[config.mk]
export PLATFORM = sky130hd
export DESIGN_NAME = pkt_af_gate
export DESIGN_NICKNAME = d
export VERILOG_FILES = /design/src/rtl/pkt_af_gate.sv
export SDC_FILE = /design/constraint.sdc
export NUM_CORES = 1
export LEC_CHECK = 0
export CAP_MARGIN = 20
export CORE_AREA = 4 4 448 450
export DETAILED_ROUTE_END_ITERATION = 12
export DIE_AREA = 0 0 452 454
export GPL_ROUTABILITY_DRIVEN = 0
export PLACE_DENSITY = 0.39
export SYNTH_ARGS = -nofsm -noshare
export SYNTH_HDL_FRONTEND = slang
export SYNTH_SLANG_ARGS = --single-unit
[constraint.sdc]
create_clock -name clk -period 1.7 [get_ports clk]
set_clock_uncertainty 0.1 [all_clocks]
set_input_delay 0.17 -clock clk [delete_from_list [all_inputs] [get_ports clk]]
set_output_delay 0.17 -clock clk [all_outputs]
set_load 0.02 [all_outputs]
[src/rtl/pkt_af_gate.sv]
// pkt_af_gate: Avalon-ST packet gate in front of a downstream packet FIFO.
// Decides at each SOP, from almost_full, whether a whole packet is forwarded
// or dropped (DROP_MODE=1) or whether the SOP is held back (DROP_MODE=0).
// Forwarded beats are registered and appear one cycle after acceptance.
// Optional statistics counters are enabled by defining PKT_AF_GATE_STATS_EN.
module pkt_af_gate #(
    parameter int DATA_W    = 512,
    parameter int EMPTY_W   = 6,
    parameter int DROP_MODE = 1
) (
    input  logic               clk,
    input  logic               reset_n,
    input  logic [DATA_W-1:0]  in_data,
    input  logic               in_valid,
    input  logic               in_startofpacket,
    input  logic               in_endofpacket,
    input  logic [EMPTY_W-1:0] in_empty,
    output logic               in_ready,
    output logic [DATA_W-1:0]  out_data,
    output logic               out_valid,
    output logic               out_startofpacket,
    output logic               out_endofpacket,
    output logic [EMPTY_W-1:0] out_empty,
    input  logic               almost_full,
    output logic [31:0]        pkt_cnt,
    output logic [31:0]        drop_cnt,
    output logic [31:0]        err_cnt,
    output logic               busy
);

    typedef enum logic [1:0] {
        IDLE = 2'd0,
        PASS = 2'd1,
        DROP = 2'd2
    } state_t;

    state_t state, state_nxt;
    logic   accept;
    logic   fwd;
    logic   inc_pkt, inc_drop, inc_err;

    // Backpressure: stall mode holds off an SOP in IDLE while the FIFO is almost full
    always_comb begin
        in_ready = reset_n;
        if (DROP_MODE == 0 && state == IDLE && almost_full)
            in_ready = 1'b0;
    end

    assign accept = in_valid && in_ready;
    assign busy   = (state != IDLE);

    // State register
    always_ff @(posedge clk or negedge reset_n) begin
        if (!reset_n)
            state <= IDLE;
        else
            state <= state_nxt;
    end

    // Next-state, forward decision and counter strobes for the accepted beat
    always_comb begin
        state_nxt = state;
        fwd       = 1'b0;
        inc_pkt   = 1'b0;
        inc_drop  = 1'b0;
        inc_err   = 1'b0;
        if (accept) begin
            case (state)
                IDLE: begin
                    if (in_startofpacket) begin
                        if (!almost_full) begin
                            fwd = 1'b1;
                            if (in_endofpacket)
                                inc_pkt = 1'b1;
                            else
                                state_nxt = PASS;
                        end else begin
                            inc_drop = 1'b1;
                            if (!in_endofpacket)
                                state_nxt = DROP;
                        end
                    end else begin
                        inc_err = 1'b1;
                    end
                end
                PASS: begin
                    fwd = 1'b1;
                    if (in_startofpacket)
                        inc_err = 1'b1;
                    if (in_endofpacket) begin
                        inc_pkt   = 1'b1;
                        state_nxt = IDLE;
                    end
                end
                DROP: begin
                    if (in_startofpacket)
                        inc_err = 1'b1;
                    if (in_endofpacket)
                        state_nxt = IDLE;
                end
                default: state_nxt = IDLE;
            endcase
        end
    end

    // Output register: forwarded beat appears one cycle after acceptance
    always_ff @(posedge clk or negedge reset_n) begin
        if (!reset_n) begin
            out_valid         <= 1'b0;
            out_startofpacket <= 1'b0;
            out_endofpacket   <= 1'b0;
            out_data          <= '0;
            out_empty         <= '0;
        end else begin
            out_valid         <= fwd;
            out_startofpacket <= fwd && in_startofpacket;
            out_endofpacket   <= fwd && in_endofpacket;
            if (fwd) begin
                out_data  <= in_data;
                out_empty <= in_empty;
            end
        end
    end

`ifdef PKT_AF_GATE_STATS_EN
    logic [31:0] pkt_q, drop_q, err_q;

    // Saturating statistics counters; each one updates independently
    always_ff @(posedge clk or negedge reset_n) begin
        if (!reset_n) begin
            pkt_q  <= '0;
            drop_q <= '0;
            err_q  <= '0;
        end else begin
            if (inc_pkt && pkt_q != '1)
                pkt_q <= pkt_q + 32'd1;
            if (inc_drop && drop_q != '1)
                drop_q <= drop_q + 32'd1;
            if (inc_err && err_q != '1)
                err_q <= err_q + 32'd1;
        end
    end

    assign pkt_cnt  = pkt_q;
    assign drop_cnt = drop_q;
    assign err_cnt  = err_q;
`else
    logic unused_inc;
    assign unused_inc = ^{inc_pkt, inc_drop, inc_err};
    assign pkt_cnt    = '0;
    assign drop_cnt   = '0;
    assign err_cnt    = '0;
`endif

endmodule
==> reports/qor.csv, run 1 <==
metric,value,unit
arrival time worst endpoint,2.52,ns
Inst Count DP,4917,
CTS tree,done,
vias in the first global route,17842,
clock buffer count from CTS,75,
Synth area leader,dfrtp_1,
"Reg clk slew, reported paths",0.06,ns
worst-margin pin slew,0.810,ns
Initial Utilization,11.3,%
NumNets Final,3366,
# fillers,21068,
CP endpoint kind,flop,
aggregate routed wire length,118000,um
Seq cells post-synth,523,
Final Max Slew Viols,0,
Synth Area in Compound Gates,0.0844,%
XOR/XNOR Fraction of Synth Area,0,%
# setup viols final,901,
hold crit path type,input port to flop,
CP Class,flop to flop,
Total Power,77.9,mW
first-pass iteration count of the detailed router,4,
Slew HR,45.8,%
global-route wire length before repair,154000,um
Post-Synth Simple-Gate Area,0.197,%
synth top area cells,"dfrtp_1 59%, mux2_4 33%, buf_4 3.3%",
outcome,finished with violations,
Peak VDD IR,0.000692,V
failing checks,negative setup slack,
unrepaired setup endpoints after global routing,true,
hpwl dp,92000,um
Total GRT Usage,10.8,%
fin cells,5557,
Vias/cell,2.92,
period utilization,123,%
combinational family with the most area after synthesis,multiplexers,
core area,197000,sq um
Final Worst Setup Slack,-0.383,ns
cell row count,163,
f_max,480,MHz
largest net degree at the start of global routing,112,
CP required,2.14,ns
synthesized area per cell,18.3,sq um
Routed Antenna Nets,0,
post-synthesis mux area share,34.5,%
initial antenna violation count,43,
share of cells above drive strength 1,32.0,%
Overflow after GRT,0,
Place WS,-0.554,ns
final hold violations,0,
latest clock arrival within the worst-skew pair,0.66,ns
Layout Utilization,22.1,%
clk root buf,clkbuf_16,
CTS Sinks,523,
post-route cell area,43500,sq um
top-area cell type share of the netlist area,58.9,%
WL/cell,21.2,um
Die H,454,um
Critical Path Fanout Max,12,
Netlist cell types,17,
1st-iter DRT viols,657,
"Seq/Total Area, Yosys",58.9,%
cell area after synthesis,22200,sq um
I/O Pins,1143,
H-tree depth,3,
Longest Clk Path Bufs,3,
CP Launch Type,flop,
PwrDens,1790,nW/um^2
adder-cell share of the synthesized area,0.113,%
Pleak,18.2,nW
Worst R2R Setup Slack,-0.38,ns
Layout Area Growth over Synthesis,95.7,%
final setup TNS,-241.98,ns
post-synthesis cell count,1214,
die footprint,205000,sq um
placed inst area,35900,sq um
final hold slack,0.105,ns
number of remaining DRC errors,0,
Synth warnings,0,
die width,452,um
max-cap viol count,0,
min Tclk post-route,2.08,ns
Vias,16220,
IO Port Bufs,1046,
cells by family (layout without fill, tap and decap cells):
logic type | after synthesis | count (layout)
multiplexers | 520 | 520
AND/OR/NAND/NOR | 7 | 7
buffers and inverters | 159 | 1748
adder cells (fa/ha/maj) | 2 | 2
other | 1 | 115
flip-flops | 523 | 523
AO/OA/AOI/OAI | 2 | 2
worst max-delay path: stages (launching register included):
cell     delay, ns
dfrtp_1       0.39
inv_2         0.08
ha_4          0.13
and3b_1       0.17
o21a_4        0.19
buf_12        0.18
buf_16        0.19
buf_12        0.17
mux2_4        0.31
cell usage after synthesis:
cell type,n
mux2_4,487
nand2b_1,1
mux2_2,31
mux2i_1,2
o21a_1,1
nand2_1,1
and2_1,3
ha_1,2
o221a_2,1
and3b_1,1
dfrtp_1,523
buf_4,98
inv_1,4
conb_1,1
buf_2,3
buf_6,54
nor2b_1,1
layout by cell type (no fill, tap or decap), types with 20 or more instances in the layout:
cell | synthesis | routed
dlygate4sd3_1 | 0 | 457
clkbuf_16 | 0 | 83
buf_12 | 0 | 43
clkdlybuf4s15_2 | 0 | 20
buf_4 | 98 | 93
mux2_4 | 487 | 506
buf_2 | 3 | 62
clkdlybuf4s50_1 | 0 | 899
dfrtp_1 | 523 | 494
conb_1 | 1 | 96
dfrtp_2 | 0 | 29
final timing paths:
path,start,endpoint,cells past startpoint
setup / recovery,state[0],out_data[32],8
setup reg to reg,state[0],out_data[32],8
max in group asynchronous,reset_n,out_data[196],4
hold / removal,in_data[397],out_data[397],2
min in group asynchronous,reset_n,out_data[314],4
hold reg to reg,out_data[22],out_data[22],1
routing by layer:
layer,wire (um),GRT usage (%)
met5,13,0
met1,48300,13.1
met2,56800,17.7
met4,2820,3.25
met3,9750,4.01
power by group:
group	switching (mW)	internal (mW)
combinational	17.5	20.8
sequential	4.81	18.9
clock	6.57	9.28
final cells by class:
type                    instances  area, sq um  area share, %
repair buffers               1609        16300           37.6
clock inverters                30          272          0.624
multi-input cells             627         8220           18.9
clock buffers                 105         2180           5.01
diodes                         19         47.5          0.109
well taps                    2640         3300           7.59
flip-flops and latches        523        13100           30.2
inverters                       4         17.5         0.0403
sequential cells by signal, indices dropped and copies added, names as in the netlist:
name,flops
out_data,512
state,2
out_valid,1
out_endofpacket,1
out_empty,6
out_startofpacket,1
what timing repair did:
action	4_1_cts	5_1_grt
setup buffers	7	10
hold endpoints to repair	874	0
hold buffers	458	0
resized for setup	503	51
cloned	3	8
pin swaps	1	0
endpoints found under the setup margin	1005	973
No activity file was read; power rests on OpenSTA's default activity.
==> inputs of run 2 (changes only) <==
- ABC_CLOCK_PERIOD_IN_PS: unset -> 1700
- SETUP_SLACK_MARGIN: unset -> 0.02
==> run 2 against run 1 <==
Effect of this change:
- the flow still finishes with violations (negative setup slack)
- die area did not move
- total power decreased by 2.1%
- critical path depth stayed put
- global-route usage shrank 0.86 points
- cell count shrank 0.38%
- non-clock buffer count is 1 higher
- via count down 0.27%
- combinational power is 2% lower
- core utilization decreased by 0.10 points
- register-to-register slack got worse by 0.04 ns
- clock-buffer cell count increased by 1
- sequential cell count stayed put
- critical endpoint is now out_data[239]
==> reports/qor.csv, run 2 (same netlist as run 1, synthesis figures left out) <==
metric,value,unit,change
outcome,finished with violations,,unchanged
I/O Pins,1143,,unchanged
Worst R2R Setup Slack,-0.42,ns,was -0.38 ns
Layout Utilization,22.0,%,was 22.1%
Vias,16177,,"was 16,220"
arrival time worst endpoint,2.54,ns,was 2.52 ns
Die H,454,um,unchanged
core area,197000,sq um,unchanged
latest clock arrival within the worst-skew pair,0.66,ns,about the same
Critical Path Fanout Max,7,,was 12
final hold slack,0.0855,ns,was 0.105 ns
die width,452,um,unchanged
aggregate routed wire length,108000,um,"was 118,000 um"
Slew HR,46.6,%,was 45.8%
CTS tree,done,,unchanged
Final Worst Setup Slack,-0.421,ns,was -0.383 ns
# fillers,21097,,"was 21,068"
hold crit path type,input port to flop,,unchanged
Longest Clk Path Bufs,3,,unchanged
sequential cell area,13100,sq um,about the same
"commonest non-fill, non-tap cell in the layout",clkdlybuf4s50_1,,unchanged
NumNets Final,3364,,"was 3,366"
footprint of the multi-input gates,8170,sq um,was 8220 sq um
period utilization,125,%,was 123%
worst-margin pin slew,0.798,ns,was 0.810 ns
# setup viols final,946,,was 901
largest register by flop count,out_data,,unchanged
CP Launch Type,flop,,unchanged
placed inst area,35900,sq um,about the same
PwrDens,1760,nW/um^2,was 1790 nW/um^2
CP Class,flop to flop,,unchanged
CP endpoint kind,flop,,unchanged
initial antenna violation count,14,,was 43
cell row count,163,,unchanged
vias in the first global route,17878,,"was 17,842"
most frequent cells in the layout,"946 x clkdlybuf4s50_1, 507 x dfrtp_1, 493 x mux2_4",,"was 899 x clkdlybuf4s50_1, 506 x mux2_4, 494 x dfrtp_1"
final hold violations,0,,unchanged
post-route cell area,43300,sq um,"was 43,500 sq um"
largest registers,"out_data (512), out_empty (6), state (2)",,unchanged
Routed Antenna Nets,0,,unchanged
CP required,2.12,ns,was 2.14 ns
Overflow after GRT,0,,unchanged
Total GRT Usage,9.90,%,was 10.8%
"Reg clk slew, reported paths",0.06,ns,about the same
clock buffer count from CTS,72,,was 75
max reg flops,512,,unchanged
hpwl dp,84300,um,"was 92,000 um"
WL/cell,19.4,um,was 21.2 um
global-route wire length before repair,144000,um,"was 154,000 um"
share of cells above drive strength 1,29.4,%,was 32.0%
failing checks,negative setup slack,,unchanged
clk root buf,clkbuf_16,,unchanged
min Tclk post-route,2.12,ns,was 2.08 ns
max-cap viol count,0,,unchanged
first-pass iteration count of the detailed router,5,,was 4
f_max,472,MHz,was 480 MHz
CTS Sinks,523,,unchanged
number of remaining DRC errors,0,,unchanged
die footprint,205000,sq um,unchanged
Vias/cell,2.92,,about the same
H-tree depth,3,,unchanged
unrepaired setup endpoints after global routing,true,,unchanged
IO Port Bufs,1046,,unchanged
largest net degree at the start of global routing,85,,was 112
1st-iter DRT viols,486,,was 657
Pleak,18.1,nW,was 18.2 nW
Initial Utilization,11.3,%,unchanged
Layout Area Growth over Synthesis,94.8,%,was 95.7%
Final Max Slew Viols,0,,unchanged
Peak VDD IR,0.000722,V,was 0.000692 V
## run 2: cell count changes in the layout (fill, tap and decap cells not counted), sizes merged
cell / previous run / this run
clkinv: 21 / 10
dlygate4sd3: 457 / 461
buf: 223 / 184
inv: 6 / 7
diode: 19 / 11
clkinvlp: 5 / 0
clkdlybuf4s50: 899 / 946
clkdlybuf4s15: 20 / 7
clkbuf: 113 / 116
## run 2: metal layers
metal,GRT usage (%),share of wire [%]
met1,12.2,42
met2,16.4,49
met5,0,0.016
met4,3.01,2.1
met3,3.19,6.9
## run 2: critical path, stage by stage, from the launching register on
cell and delay, ns:
dfrtp_1 0.37, inv_2 0.06, ha_4 0.16, and3b_1 0.17, o21a_4 0.27, buf_12 0.16, buf_16 0.17, clkbuf_16 0.18
mux2_4 0.29
## run 2: worst paths after layout
check	start	end	depth (start not counted)
worst max-delay path	state[0]	out_data[239]	8
worst min-delay path	in_data[437]	out_data[437]	2
worst max register to register	state[0]	out_data[239]	8
worst min register to register	out_data[408]	out_data[408]	1
max in group asynchronous	reset_n	out_data[417]	5
min in group asynchronous	reset_n	out_data[155]	3
## run 2: timing repair
action,in CTS,in global routing
resized for setup,506,32
hold endpoints to repair,774,0
pin swaps,0,2
hold buffers,461,0
setup endpoints to repair,1039,1121
buffers inserted,8,5
gates cloned,4,11
## run 2: final cells by class
cell class	count	share of cell area, %
timing repair buffer	1610	37.7
clock inverter	15	0.436
clock buffer	106	4.99
antenna	11	0.0636
tap	2640	7.63
multi-input combinational	627	18.9
sequential	523	30.3
inverter	4	0.0347
## run 2: through the flow
step | total power [mW] | instances | setup TNS (ns) | worst slack (ns)
final | 76.2 | 5536 | -268.35 | -0.421
after global routing | 79.9 | 5530 | -361.00 | -0.488
after CTS | 77.4 | 5511 | -328.81 | -0.440
after detailed placement | 60.6 | 4917 | -246.77 | -0.553
after global placement | 60.7 | 4917 | -257.30 | -0.566
after floorplan | 41.3 | 1309 | -82.09 | -0.162
## run 2: where the power goes
part / internal, mW / switching (mW)
registers: 18.8 / 4.35
clock network: 9.12 / 6.19
logic: 20.8 / 16.9
==> inputs of run 3 (changes only) <==
- SLEW_MARGIN: unset -> 20
==> results of run 3 <==
The final DEF is identical to that of run 2; final timing and power are the same.
